$ cat src/rtl/wormhole_pkg.sv
// Shared types and constants for the wormhole bank.
//   wh_state_t           : teleport FSM state (OPEN / COOLDOWN)
//   TRANSPARENT_ENCODING : RGB value the VGA mux treats as "no pixel"
//   coord_t              : signed 11-bit screen coordinate
package wormhole_pkg;

  typedef enum logic {
    OPEN     = 1'b0,
    COOLDOWN = 1'b1
  } wh_state_t;

  localparam logic [7:0] TRANSPARENT_ENCODING = 8'hFF;

  typedef logic signed [10:0] coord_t;

endpackage

$ cat src/rtl/wormhole_hit.sv
// Combinational bracket test for one square wormhole.
// Ports:
//   pixelX, pixelY       in  : current VGA pixel (signed)
//   topLeftX, topLeftY   in  : active top-left of this hole (signed)
//   hit                  out : pixel lies inside the hole
//   offsetX, offsetY     out : pixel minus top-left, truncated to 11 bits
module wormhole_hit #(
  parameter int OBJECT_WIDTH_X  = 32,
  parameter int OBJECT_HEIGHT_Y = 32
) (
  input  logic signed [10:0] pixelX,
  input  logic signed [10:0] pixelY,
  input  logic signed [10:0] topLeftX,
  input  logic signed [10:0] topLeftY,
  output logic               hit,
  output logic        [10:0] offsetX,
  output logic        [10:0] offsetY
);

  logic signed [11:0] px, py, lx, ly, rx, by;

  // One extra bit keeps right/bottom edges near +1023 and negative
  // positions from wrapping during the compare.
  always_comb begin
    px  = {pixelX[10], pixelX};
    py  = {pixelY[10], pixelY};
    lx  = {topLeftX[10], topLeftX};
    ly  = {topLeftY[10], topLeftY};
    rx  = lx + $signed(12'(OBJECT_WIDTH_X));
    by  = ly + $signed(12'(OBJECT_HEIGHT_Y));
    hit = (px >= lx) && (px < rx) && (py >= ly) && (py < by);
    offsetX = pixelX - topLeftX;
    offsetY = pixelY - topLeftY;
  end

endmodule

$ cat src/rtl/wormhole_bank.sv
// Bank of NUM_HOLES square wormholes, paired as (2k, 2k+1).
// Draws the lowest-index hit hole (1-cycle registered draw path) and
// handles teleport requests: returns the partner's active position and
// then ignores requests for COOLDOWN_FRAMES frame pulses.
// Ports:
//   clk, resetN                       : clock, synchronous active-low reset
//   pixelX, pixelY, startOfFrame      : VGA scan position and frame pulse
//   topLeft{X,Y}_Original / _Cheat    : per-hole normal / cheat positions
//   wormholeCheat                     : cheat select, latched at frame start
//   teleportReq, teleportHole         : collision pulse and hole entered
//   offsetX, offsetY, drawingRequest,
//   RGBout, holeIndex                 : registered draw outputs
//   teleportValid, destX, destY       : one-cycle teleport acknowledge
//   cooldownActive                    : high while in COOLDOWN
// Build option: define WORMHOLE_CHEAT_EN to enable the cheat position path;
// otherwise the cheat inputs are ignored and no latch is built.
module wormhole_bank import wormhole_pkg::*; #(
  parameter int         NUM_HOLES       = 4,
  parameter int         OBJECT_WIDTH_X  = 32,
  parameter int         OBJECT_HEIGHT_Y = 32,
  parameter logic [7:0] OBJECT_COLOR    = 8'h5B,
  parameter logic [7:0] COOLDOWN_COLOR  = 8'h49,
  parameter int         COOLDOWN_FRAMES = 60,
  localparam int        IDX_W           = $clog2(NUM_HOLES)
) (
  input  logic                    clk,
  input  logic                    resetN,
  input  logic signed [10:0]      pixelX,
  input  logic signed [10:0]      pixelY,
  input  logic                    startOfFrame,
  input  logic signed [10:0]      topLeftX_Original [NUM_HOLES],
  input  logic signed [10:0]      topLeftY_Original [NUM_HOLES],
  input  logic signed [10:0]      topLeftX_Cheat    [NUM_HOLES],
  input  logic signed [10:0]      topLeftY_Cheat    [NUM_HOLES],
  input  logic                    wormholeCheat,
  input  logic                    teleportReq,
  input  logic [IDX_W-1:0]        teleportHole,
  output logic [10:0]             offsetX,
  output logic [10:0]             offsetY,
  output logic                    drawingRequest,
  output logic [7:0]              RGBout,
  output logic [IDX_W-1:0]        holeIndex,
  output logic                    teleportValid,
  output logic signed [10:0]      destX,
  output logic signed [10:0]      destY,
  output logic                    cooldownActive
);

  logic cheat_latched;

`ifdef WORMHOLE_CHEAT_EN
  always_ff @(posedge clk) begin
    if (!resetN)
      cheat_latched <= 1'b0;
    else if (startOfFrame)
      cheat_latched <= wormholeCheat;
  end
`else
  logic unused_cheat;
  assign unused_cheat  = wormholeCheat;
  assign cheat_latched = 1'b0;
`endif

  coord_t act_x [NUM_HOLES];
  coord_t act_y [NUM_HOLES];

  always_comb begin
    for (int unsigned i = 0; i < NUM_HOLES; i++) begin
      act_x[i] = cheat_latched ? topLeftX_Cheat[i] : topLeftX_Original[i];
      act_y[i] = cheat_latched ? topLeftY_Cheat[i] : topLeftY_Original[i];
    end
  end

  logic [NUM_HOLES-1:0] hit;
  logic [10:0]          hit_ox [NUM_HOLES];
  logic [10:0]          hit_oy [NUM_HOLES];

  for (genvar g = 0; g < NUM_HOLES; g++) begin : g_hole
    wormhole_hit #(
      .OBJECT_WIDTH_X (OBJECT_WIDTH_X),
      .OBJECT_HEIGHT_Y(OBJECT_HEIGHT_Y)
    ) u_hit (
      .pixelX  (pixelX),
      .pixelY  (pixelY),
      .topLeftX(act_x[g]),
      .topLeftY(act_y[g]),
      .hit     (hit[g]),
      .offsetX (hit_ox[g]),
      .offsetY (hit_oy[g])
    );
  end

  // Lowest index wins: later holes only claim the pixel if nothing did yet.
  logic             win_hit;
  logic [IDX_W-1:0] win_idx;
  logic [10:0]      win_ox, win_oy;

  always_comb begin
    win_hit = 1'b0;
    win_idx = '0;
    win_ox  = '0;
    win_oy  = '0;
    for (int unsigned i = 0; i < NUM_HOLES; i++) begin
      if (hit[i] && !win_hit) begin
        win_hit = 1'b1;
        win_idx = IDX_W'(i);
        win_ox  = hit_ox[i];
        win_oy  = hit_oy[i];
      end
    end
  end

  wh_state_t state, state_nxt;

  always_ff @(posedge clk) begin
    if (!resetN) begin
      drawingRequest <= 1'b0;
      RGBout         <= '0;
      offsetX        <= '0;
      offsetY        <= '0;
      holeIndex      <= '0;
    end else begin
      drawingRequest <= win_hit;
      RGBout         <= !win_hit             ? TRANSPARENT_ENCODING :
                        (state == COOLDOWN)  ? COOLDOWN_COLOR : OBJECT_COLOR;
      offsetX        <= win_ox;
      offsetY        <= win_oy;
      holeIndex      <= win_idx;
    end
  end

  logic [7:0]       cnt, cnt_nxt;
  logic             tv_nxt;
  coord_t           dx_nxt, dy_nxt;
  logic [IDX_W-1:0] partner;

  always_ff @(posedge clk) begin
    if (!resetN) begin
      state         <= OPEN;
      cnt           <= '0;
      teleportValid <= 1'b0;
      destX         <= '0;
      destY         <= '0;
    end else begin
      state         <= state_nxt;
      cnt           <= cnt_nxt;
      teleportValid <= tv_nxt;
      destX         <= dx_nxt;
      destY         <= dy_nxt;
    end
  end

  // Destination uses act_x/act_y, i.e. the cheat latch value before any
  // update happening on this same edge.
  always_comb begin
    state_nxt = state;
    cnt_nxt   = cnt;
    tv_nxt    = 1'b0;
    dx_nxt    = destX;
    dy_nxt    = destY;
    partner   = teleportHole ^ IDX_W'(1);
    case (state)
      OPEN: begin
        if (teleportReq) begin
          tv_nxt    = 1'b1;
          dx_nxt    = act_x[partner];
          dy_nxt    = act_y[partner];
          cnt_nxt   = 8'(COOLDOWN_FRAMES);
          state_nxt = COOLDOWN;
        end
      end
      COOLDOWN: begin
        if (startOfFrame) begin
          cnt_nxt = cnt - 8'd1;
          if (cnt == 8'd1)
            state_nxt = OPEN;
        end
      end
      default: state_nxt = OPEN;
    endcase
  end

  assign cooldownActive = (state == COOLDOWN);

endmodule
$ cat config.mk
export PLATFORM = sky130hd
export DESIGN_NAME = wormhole_bank
export DESIGN_NICKNAME = d
export VERILOG_FILES = /design/src/rtl/wormhole_pkg.sv /design/src/rtl/wormhole_hit.sv /design/src/rtl/wormhole_bank.sv
export SDC_FILE = /design/constraint.sdc
export NUM_CORES = 1
export LEC_CHECK = 0
export ABC_AREA = 0
export CAP_MARGIN = 10
export CORE_ASPECT_RATIO = 1.2
export CORE_MARGIN = 2
export CORE_UTILIZATION = 35
export DETAILED_ROUTE_END_ITERATION = 8
export GPL_TIMING_DRIVEN = 0
export SYNTH_ARGS = -nofsm -noshare
export SYNTH_HDL_FRONTEND = slang
export SYNTH_SLANG_ARGS = --single-unit
$ cat constraint.sdc
create_clock -name clk -period 11.25 [get_ports clk]
set_input_delay 2.25 -clock clk [delete_from_list [all_inputs] [get_ports clk]]
set_output_delay 2.25 -clock clk [all_outputs]
set_load 0.02 [all_outputs]
# Yosys cells after proc, flatten, opt, wreduce, memory -nomap -nowiden
# Index checks and enable logic that the tools add are counted.
[totals]
reg_bits = 65
inputBits = 205
[op_classes]
add_sub_neg = 17
magnitude_cmp = 17
n_eq_ne = 3
mux = 30
n_bitwise = 4
reduce_logical = 21
[op_table]
columns = ["op", "count"]
rows = [
  ["two-way mux 11 bit", 12],
  ["adder 11 x 7 -> 12 bit, second input constant", 8],
  ["less-than comparator 11 x 12 -> 1 bit", 8],
  ["greater-or-equal comparator 11 bit", 8],
  ["subtractor 11 bit", 8],
  ["binary-select mux 11 bit (select 2 bit)", 2],
  ["two-way mux 8 bit", 3],
  ["case mux 8 bit (2 select lines)", 1],
  ["logical AND 1 bit", 15],
  ["equality test 8 x 1 -> 1 bit, second input constant", 1],
  ["two-way mux 1 bit", 8],
  ["subtractor 8 x 1 -> 8 bit, second input constant", 1],
  ["two-way mux 5 bit", 1],
  ["two-way mux 2 bit", 2],
  ["inequality test 2 bit, second input constant", 2],
  ["AND reduction 2 bit", 2],
  ["greater-or-equal comparator 3 bit, second input constant", 1],
  ["zero test 1 bit", 3],
  ["NOT 1 bit", 3],
  ["NOT 2 -> 3 bit", 1],
  ["case mux 1 bit (2 select lines)", 1],
  ["OR reduction 2 bit", 1],
]

# Depth between registers and ports, before layout
# Gate-level depths: netlist (run 1).
[depth]
depth_word = 16
ltp_mapped = 16

# Cells and area by module
# A second synthesis (run 1) with hierarchy kept.
[unflattened]
cells_unflattened = 1197
area_unflattened_um2 = 9452.8
[by_module_without_submodules]
columns = ["mod", "n_inst", "cells_per_inst", "area_each_um2", "seq_area_each_um2"]
rows = [
  ["wormhole_hit (g_hole[1].u_hit ...)", 3, 222, 1586.5, 0.0],
  ["wormhole_bank", 1, 301, 3072.9, 1201.2],
  ["wormhole_hit (g_hole[0].u_hit)", 1, 230, 1620.3, 0.0],
]

# Least setup slack after synthesis (run 1)
# Ideal clock, no wire load.
[synth_timing]
kind = "input to register"
from = "in topLeftY_Original[19] in the netlist's numbering"
to = "reg offsetX[2]"
setup_ns = 0.115
arrival_ns = 4.959
setup_slack_ns = 6.176
cell_stages = 15
cell_sequence = "inv_1 nor3_1 nand3_1 xnor2_1 ha_1 or3_1 nand4_1 o211ai_1 a211o_1 or4_1 buf_4 o211a_1 buf_6 a32o_1 o21a_1"
[synth_via]
elab_chain_len = 8
word_cells_on_any_way = 11
[synth_lines]
columns = ["item", "line_no", "text"]
rows = [
  ["start: declaration", "wormhole_bank.sv:32", "input logic signed [10:0] topLeftY_Original [NUM_HOLES],"],
  ["adder 11 x 7 -> 12 bit or greater-or-equal comparator 11 bit (tied branches)", "wormhole_hit.sv:30, wormhole_hit.sv:31", ""],
  ["less-than comparator 11 x 12 -> 1 bit or logical AND 1 bit (tied branches)", "wormhole_hit.sv:31", "hit = (px >= lx) && (px < rx) && (py >= ly) && (py < by);"],
  ["logical AND 1 bit *", "wormhole_hit.sv:31", ""],
  ["logical AND 1 bit *", "wormhole_bank.sv:104", "if (hit[i] && !win_hit) begin"],
  ["two-way mux 1 bit", "wormhole_bank.sv:104", ""],
  ["zero test 1 bit", "wormhole_bank.sv:104", ""],
  ["logical AND 1 bit", "wormhole_bank.sv:104", ""],
  ["two-way mux 11 bit *", "wormhole_bank.sv:104", ""],
  ["end signal: assignment", "wormhole_bank.sv:126", "offsetX <= win_ox;"],
  ["end: declaration", "wormhole_bank.sv:38", "output logic [10:0] offsetX,"],
]
# Every way passes the cells marked *; elsewhere a longest branch is shown, timed or not.
# A chain may end at the register's enable or synchronous reset.

# Final worst setup path (run 1)
[layout_timing]
from = "in topLeftY_Original[7] in the netlist's numbering"
to = "reg offsetX[6]"
[layout_via]
elab_chain_len = 5
word_cells_on_any_way = 7
[layout_lines]
columns = ["item", "line_no"]
rows = [
  ["adder 11 x 7 -> 12 bit or greater-or-equal comparator 11 bit (tied branches)", "wormhole_hit.sv:30, wormhole_hit.sv:31"],
  ["less-than comparator 11 x 12 -> 1 bit or logical AND 1 bit (tied branches)", "wormhole_hit.sv:31"],
  ["logical AND 1 bit *", "wormhole_hit.sv:31"],
  ["logical AND 1 bit *", "wormhole_bank.sv:104"],
  ["two-way mux 11 bit *", "wormhole_bank.sv:104"],
]
# Marked as above.

==> key figures, run 1 <==
Cells and area
  – Share of layout cells above drive strength 1: 0.0530
  – Fillers: around 2.7k
  – Fin util: 0.450
  – Area of the multi-input gates: approximately 7500 µm²
  – Ant. Diodes: 0
  – Most frequent cells in the layout: clkdlybuf4s50_1, ha_1, inv_1
  – Commonest non-fill, non-tap cell in the layout: clkdlybuf4s50_1
  – Final nets: between 1.5k and 2k
  – FF/Latch Area: between 1000 and 1500 µm²
  – Synth-to-layout area growth: 27.0%

Worst hold path
  – Hold Path Class: register to register
  – Hold Crit Start: destX[5]$_SDFFE_PN0P_
  – Hold EP: destX[5]$_SDFFE_PN0P_
  – Worst hold stages: 2

STA
  – Worst-Margin Slew: a little over 1 ns
  – Final slew viol count: 0
  – RSZ-0062 raised after global routing: false
  – Minimum clock period: roughly 6.6 ns
  – Worst Skew: roughly 0.014 ns
  – Hold Vio Cnt, Final: 0
  – F_max: between 150 and 200 MHz
  – Setup TNS: 0 ns
  – Slew HR: 0.312
  – Setup violators final: 0
  – Final worst path period share: 0.585

Power and ir drop
  – Pleak: between 4 and 5 nW
  – Net Sw Frac: 0.390
  – Worst VDD drop: between 0.06 and 0.07 mV
  – Combinational share of power: 0.488
  – Net Switching: 0.450 mW
  – Sequential fraction of design power: 0.207
  – PD cells: roughly 97 nW/µm²
  – Clock Power Share: 0.306
  – Pint: approximately 0.70 mW

Yosys
  – Number of flops mapped to enable cells by yosys: 0
  – Mapped Nets: 1556
  – Synth area leader: ha_1
  – Share of the synthesized area in the top cell type: 0.207
  – Seq cells post-synth: 60
  – Sequential element share of the synthesized area: 0.129
  – Main synth FF type: dfxtp_1
  – Synthesized cell area: 9310 µm²
  – Yosys cell types: 77
  – Syn_area_per_cell: between 7 and 8 µm²
  – Async set or reset register ratio after synthesis: 0
  – Synth warn: 0
  – Synth top area cells: ha_1, dfxtp_1, xnor2_1
  – Mapped Cells: ~1.2k

Floorplan
  – Effective utilization at floorplan: 0.354
  – Rows: 65
  – Die width: around 150 µm
  – Die Ht: between 150 and 200 µm
  – Core Footprint: approximately 26000 µm²
  – I/O pin cnt: around 260
  – Die Footprint: approximately 28000 µm²

Routing
  – Initial drt markers: about 670
  – # DRC: 0
  – DRT Pass-1 Iters: 5
  – Final ANT Viol Nets: 0
  – Wire per inst: roughly 21 µm
  – Total number of vias: between 9k and 10k
  – Routed wire length: 35700 µm
  – DR vias/cell: 5.77

GRT
  – Met3 usage: 0.0330
  – Vias in the first global route: ~9.9k
  – Largest net degree at the start of global routing: 13
  – Initial antenna violation count: 0
  – Global Route Usage Sum: 0.253
  – GRT overflow: 0
  – Met2 GRT Util: 0.448
  – GR peak layer: met2
  – First-pass GRT wire length: about 55000 µm
  – Met1 Track Usage GR: 0.303

Outcome
  – Outcome: finished, final reports clean

Critical path
  – Worst R2R Start: cooldownActive$_SDFF_PN0_
  – Crit-path max FO: 10
  – R2R setup slack: 9.52 ns
  – Worst reg2reg path endpoint: cnt[5]$_SDFFE_PN0P_
  – CP Class: primary input to register
  – CP startpoint: topLeftY_Original[7]
  – CP required: 11.52 ns
  – CP startpoint kind: primary input
  – CP Capture Type: register
  – Reg2Reg Depth: 5
  – Crit path DAT: 6.85 ns

Placed design
  – DP HPWL: 29500 µm
  – RePlAce Congestion: 1.03
  – Port-buffer cells: about 170

Clock tree
  – Postcts setup bufs: 0
  – # H-tree levels: 3
  – CTS tree: yes
  – CTS sink cnt: 60
  – Post-CTS resize count: 0
  – Cts hold-fix bufs: 0
  – Clock Root Buffer: clkbuf_16
  – Insertion delay to the later sink of the worst-skew pair: 0.36 ns
  – Total CTS buffers: 9
  – Clock buffer depth: 2
  – Clock-pin slew on the worst setup and hold paths: around 0.07 ns

Job
  – Max-cap viol count: 0
==> per-layer routing <==
layer	share of wire	wire length [µm]
met1	0.41	14800
met4	0.045	1610
met2	0.49	17500
met3	0.050	1780
met5	0	0
==> cell usage after synthesis (all sizes together) (8+ instances only) <==
| master | instances |
|---|---|
| o31a | 10 |
| a21oi | 87 |
| nand3 | 60 |
| nand2 | 99 |
| o211ai | 12 |
| o21ai | 53 |
| nor2 | 58 |
| a2111oi | 8 |
| clkbuf | 18 |
| nand2b | 19 |
| fa | 8 |
| nor3 | 39 |
| or3 | 14 |
| dfxtp | 60 |
| xnor2 | 65 |
| mux4 | 22 |
| and3 | 10 |
| o31ai | 8 |
| inv | 124 |
| xor2 | 14 |
| a31oi | 15 |
| a21o | 25 |
| a41oi | 9 |
| buf | 18 |
| nand4 | 18 |
| a211oi | 15 |
| ha | 154 |
| nor2b | 22 |
| o21a | 24 |
==> state kept, by name, indices dropped and copies added, names as in the netlist <==
register and flops:
cooldownActive 1, RGBout 3, offsetX 11, holeIndex 2
drawingRequest 1, destY 11, offsetY 11, cnt 8
destX 11, teleportValid 1
==> per-stage QoR <==
stage	hold WS [ns]	power [mW]	worst slack, ns	cells	instance area [µm²]
global placement	0.440	0.791	4.32	1696	11500
global route	0.474	1.21	4.51	1713	11800
finish	0.453	1.15	4.67	1713	11800
CTS	0.457	1.15	4.74	1712	11800
floorplan	0.432	0.587	6.18	1189	9310
detailed placement	0.449	0.797	4.38	1696	11500
==> power by group through the flow <==
stage	Clock, mW	Sequential (mW)	Combinational, mW
after global placement	0	0.243	0.548
after CTS	0.357	0.238	0.557
after global routing	0.363	0.240	0.611
after floorplan	0	0.260	0.327
final	0.352	0.238	0.562
after detailed placement	0	0.243	0.554
==> final cells by class <==
type | instances | share of cell area
clock inverters | 5 | 0.00910
multi-input cells | 969 | 0.631
well taps | 335 | 0.0354
flip-flops and latches | 60 | 0.102
inverters | 124 | 0.0394
repair buffers | 173 | 0.147
clock buffers | 11 | 0.0214
plain buffers | 36 | 0.0153
==> worst max-delay path: stages <==
cell and delay [ns]:
clkdlybuf4s50_1 0.54, inv_1 0.09, nor3_1 0.37, nand3_1 0.16, xnor2_1 0.15, ha_1 0.29, nand3_1 0.13, a21oi_1 0.06
o21ai_0 0.17, a41oi_1 0.26, a2111oi_0 0.59, and3_1 0.25, clkbuf_1 0.45, clkbuf_1 0.59, nand3_1 0.21, a41oi_2 0.28
==> kinds of logic (layout without fill, tap and decap cells) <==
group	Yosys count	in the layout	share of synthesized area
buf+inv	160	349	0.0695
fa+ha+maj	162	162	0.224
mux	27	27	0.0589
flops	60	60	0.129
xor+xnor	79	79	0.0743
simple gates	370	370	0.198
compound gates	331	331	0.246
==> how the worst max path moves through the flow <==
| stage | endpoint | slack [ns] |
|---|---|---|
| final | offsetX[6]$_SDFF_PN0_ | 4.67 |
| after CTS | offsetX[6]$_SDFF_PN0_ | 4.74 |
| after detailed placement | offsetX[6]$_SDFF_PN0_ | 4.38 |
| after global routing | offsetY[3]$_SDFF_PN0_ | 4.51 |
| after floorplan | offsetX[2]$_SDFF_PN0_ | 6.18 |
| after global placement | offsetX[6]$_SDFF_PN0_ | 4.32 |
Power figures use the tool's default switching activity.
==> run 2, diff against run 1 <==
==> constraint.sdc (replaced) <==
create_clock -name clk -period 6.2 [get_ports clk]
set_input_delay 1.24 -clock clk [delete_from_list [all_inputs] [get_ports clk]]
set_output_delay 1.24 -clock clk [all_outputs]
set_load 0.02 [all_outputs]
==> results of run 2 <==
The final DEF is identical to that of run 1. Status: finished, final reports clean.
Main changes from that run: setup slack after placement 4.38 ns -> 0.340 ns; setup slack after layout 4.67 ns -> 0.632 ns; register-to-register setup slack 9.52 ns -> 4.47 ns; total power 1.15 mW -> 2.09 mW; worst IR drop on VDD 0.0604 mV -> 0.110 mV
==> run 3, diff against run 2 <==
--- a/config.mk
+++ b/config.mk
@@ -11,7 +11,8 @@
 export CORE_MARGIN = 2
 export CORE_UTILIZATION = 35
 export DETAILED_ROUTE_END_ITERATION = 8
-export GPL_TIMING_DRIVEN = 0
+export MAX_ROUTING_LAYER = met4
+export SETUP_SLACK_MARGIN = 0.02
 export SYNTH_ARGS = -nofsm -noshare
 export SYNTH_HDL_FRONTEND = slang
 export SYNTH_SLANG_ARGS = --single-unit
==> key figures, run 3 (synthesis results as in run 1) <==
Outcome
  – Outcome: finished, final reports clean (unchanged)

GRT
  – GRT overflow: 0 (unchanged)
  – Global Route Usage Sum: 0.246 (was 0.253)
  – Initial antenna violation count: 0 (unchanged)
  – Largest net degree at the start of global routing: 37 (was 13)
  – First-pass GRT wire length: 52500 µm (was 54800 µm)
  – Vias in the first global route: 9561 (was 9885)

STA
  – Final slew viol count: 0 (unchanged)
  – Setup TNS: 0 ns (unchanged)
  – Setup violators final: 0 (unchanged)
  – RSZ-0062 raised after global routing: false (unchanged)
  – Hold Vio Cnt, Final: 0 (unchanged)
  – Final worst path period share: 0.857 (was 0.898)
  – Worst Skew: 0.00935 ns (was 0.0144 ns)
  – Slew HR: 0.330 (was 0.312)
  – Hold slack: 0.454 ns (was 0.453 ns)
  – F_max: 188 MHz (was 180 MHz)
  – Minimum clock period: 5.31 ns (was 5.57 ns)
  – Worst-Margin Slew: 1.00 ns (was 1.03 ns)

Critical path
  – Crit-path cells: clkdlybuf4s50_1 > ha_1 > nand3_1 > o21ai_0 > ha_1 > inv_1 > a2111oi_0 > o211ai_1 > a211o_1 > or4_1 > nor2_1 > a221oi_1 > o31ai_1 (was clkdlybuf4s50_1 > inv_1 > nor3_1 > nand3_1 > xnor2_1 > ha_1 > nand3_1 > a21oi_1 > o21ai_0 > a41oi_1 > a2111oi_0 > and3_1 > clkbuf_1 > clkbuf_1 > nand3_1 > a41oi_2)
  – R2R setup slack: 4.42 ns (was 4.47 ns)
  – CP startpoint kind: primary input (unchanged)
  – CP startpoint: topLeftY_Original[16] (was topLeftY_Original[7])
  – Cell mode on critical path: ha_1 (was nand3_1)
  – Setup crit end: offsetY[10]$_SDFF_PN0_ (was offsetX[6]$_SDFF_PN0_)
  – Crit path DAT: 5.55 ns (was 5.84 ns)
  – Largest stage delay on the critical path: 0.76 ns (was 0.59 ns)
  – Worst R2R Start: cooldownActive$_SDFF_PN0_ (unchanged)
  – Reg2Reg Depth: 6 (was 5)
  – CP Class: primary input to register (unchanged)
  – CP required: 6.43 ns (was 6.47 ns)
  – CP Capture Type: register (unchanged)
  – Crit-path max FO: 9 (was 10)
  – Crit path max-delay cell type: or4_1 (was a2111oi_0)
  – Worst reg2reg path endpoint: cnt[5]$_SDFFE_PN0P_ (unchanged)

Floorplan
  – Die Ht: 183 µm (unchanged)
  – I/O pin cnt: 262 (unchanged)
  – Rows: 65 (unchanged)
  – Effective utilization at floorplan: 0.354 (unchanged)
  – Die width: 153 µm (unchanged)
  – Die Footprint: 27900 µm² (unchanged)
  – Core Footprint: 26300 µm² (unchanged)

Routing
  – DRT Pass-1 Iters: 6 (was 5)
  – Final ANT Viol Nets: 0 (unchanged)
  – DR vias/cell: 5.67 (was 5.77)
  – Initial drt markers: 606 (was 667)
  – Routed wire length: 33500 µm (was 35700 µm)
  – Total number of vias: 9643 (was 9890)
  – Wire per inst: 19.7 µm (was 20.9 µm)
  – # DRC: 0 (unchanged)

Clock tree
  – Insertion delay to the later sink of the worst-skew pair: 0.35 ns (was 0.36 ns)
  – # H-tree levels: 3 (unchanged)
  – CTS tree: yes (unchanged)
  – CTS sink cnt: 60 (unchanged)
  – Clock-pin slew on the worst setup and hold paths: 0.06 ns (was 0.07 ns)
  – Cts hold-fix bufs: 0 (unchanged)
  – Total CTS buffers: 9 (unchanged)
  – Clock Root Buffer: clkbuf_16 (unchanged)
  – Clock buffer depth: 2 (unchanged)
  – Postcts setup bufs: 0 (unchanged)
  – Post-CTS resize count: 0 (unchanged)

Cells and area
  – Most frequent cells in the layout: clkdlybuf4s50_1, ha_1, inv_1 (unchanged)
  – Ant. Diodes: 0 (unchanged)
  – Final instance area: 11800 µm² (about the same)
  – Share of layout cells above drive strength 1: 0.0615 (was 0.0530)
  – Fillers: 2650 (was 2658)
  – FF/Latch Area: 1200 µm² (unchanged)
  – Layout Cells excl Fill: 1701 (was 1713)
  – Final nets: 1728 (was 1740)
  – Commonest non-fill, non-tap cell in the layout: clkdlybuf4s50_1 (unchanged)
  – Synth-to-layout area growth: 26.3% (was 27.0%)
  – Area of the multi-input gates: 7470 µm² (was 7460 µm²)

Placed design
  – Area after DPL: 11500 µm² (about the same)
  – RePlAce Congestion: 0.915 (was 1.03)
  – DP HPWL: 27800 µm (was 29500 µm)
  – Port-buffer cells: 172 (unchanged)
  – Placed cells: 1685 (was 1696)

Power and ir drop
  – Total power: 1.95 mW (was 2.09 mW)
  – Worst VDD drop: 0.102 mV (was 0.110 mV)
  – Pleak: 4.97 nW (was 4.99 nW)
  – PD cells: 166 nW/µm² (was 177 nW/µm²)

Job
  – Max-cap viol count: 0 (unchanged)

Worst hold path
  – Hold Path Class: register to register (unchanged)
[run 3: cell types whose count changed in the layout (fill, tap and decap cells not counted), moves of 2 or more]
cell,delta
buf_4,+19
clkbuf_1,-18
buf_2,-6
buf_1,-3
buf_6,-2
bufinv_16,-2
clkbuf_8,-2
clkinvlp_4,+2
[run 3: power by group]
group | total [mW] | internal [mW] | switching, mW
clock | 0.518 | 0.313 | 0.205
combinational | 0.998 | 0.441 | 0.557
sequential | 0.432 | 0.417 | 0.0147
total | 1.95 | 1.17 | 0.776
[run 3: through the flow]
stage               setup WS [ns]   util
finish                      0.886  0.448
global route                0.668  0.448
global placement            0.635  0.436
detailed placement          0.590  0.436
CTS                         0.962  0.448
floorplan                    2.14      -
[run 3: worst min path at each step]
stage | from | endpoint | slack (ns) | cells past startpoint
final | destY[7]$_SDFFE_PN0P_ | destY[7]$_SDFFE_PN0P_ | 0.45 | 2
after global placement | cnt[6]$_SDFFE_PN0P_ | cnt[6]$_SDFFE_PN0P_ | 0.44 | 2
after global routing | destY[7]$_SDFFE_PN0P_ | destY[7]$_SDFFE_PN0P_ | 0.47 | 2
after detailed placement | destY[2]$_SDFFE_PN0P_ | destY[2]$_SDFFE_PN0P_ | 0.45 | 2
after CTS | destY[2]$_SDFFE_PN0P_ | destY[2]$_SDFFE_PN0P_ | 0.46 | 2
after floorplan | cnt[6]$_SDFFE_PN0P_ | cnt[6]$_SDFFE_PN0P_ | 0.43 | 2
[run 3: cell type report]
type | instances | share of cell area
clock buffers | 9 | 0.0192
clock inverters | 7 | 0.00649
repair buffers | 197 | 0.162
well taps | 335 | 0.0356
inverters | 124 | 0.0396
multi-input cells | 969 | 0.635
flip-flops and latches | 60 | 0.102
[run 3: per-layer routing]
metal	track usage	part of all wire	vias up
li1	-	-	4749
met1	0.292	0.42	4544
met2	0.428	0.49	285
met3	0.0249	0.044	65
met4	0.0985	0.041	0
met5	-	0	-
[run 3: worst max-delay path, delay by kind of cell]
family	cells	cell delay, ns
compound gates	6	1.50
fa+ha+maj	2	0.65
buf+inv	2	0.59
simple gates	3	1.55
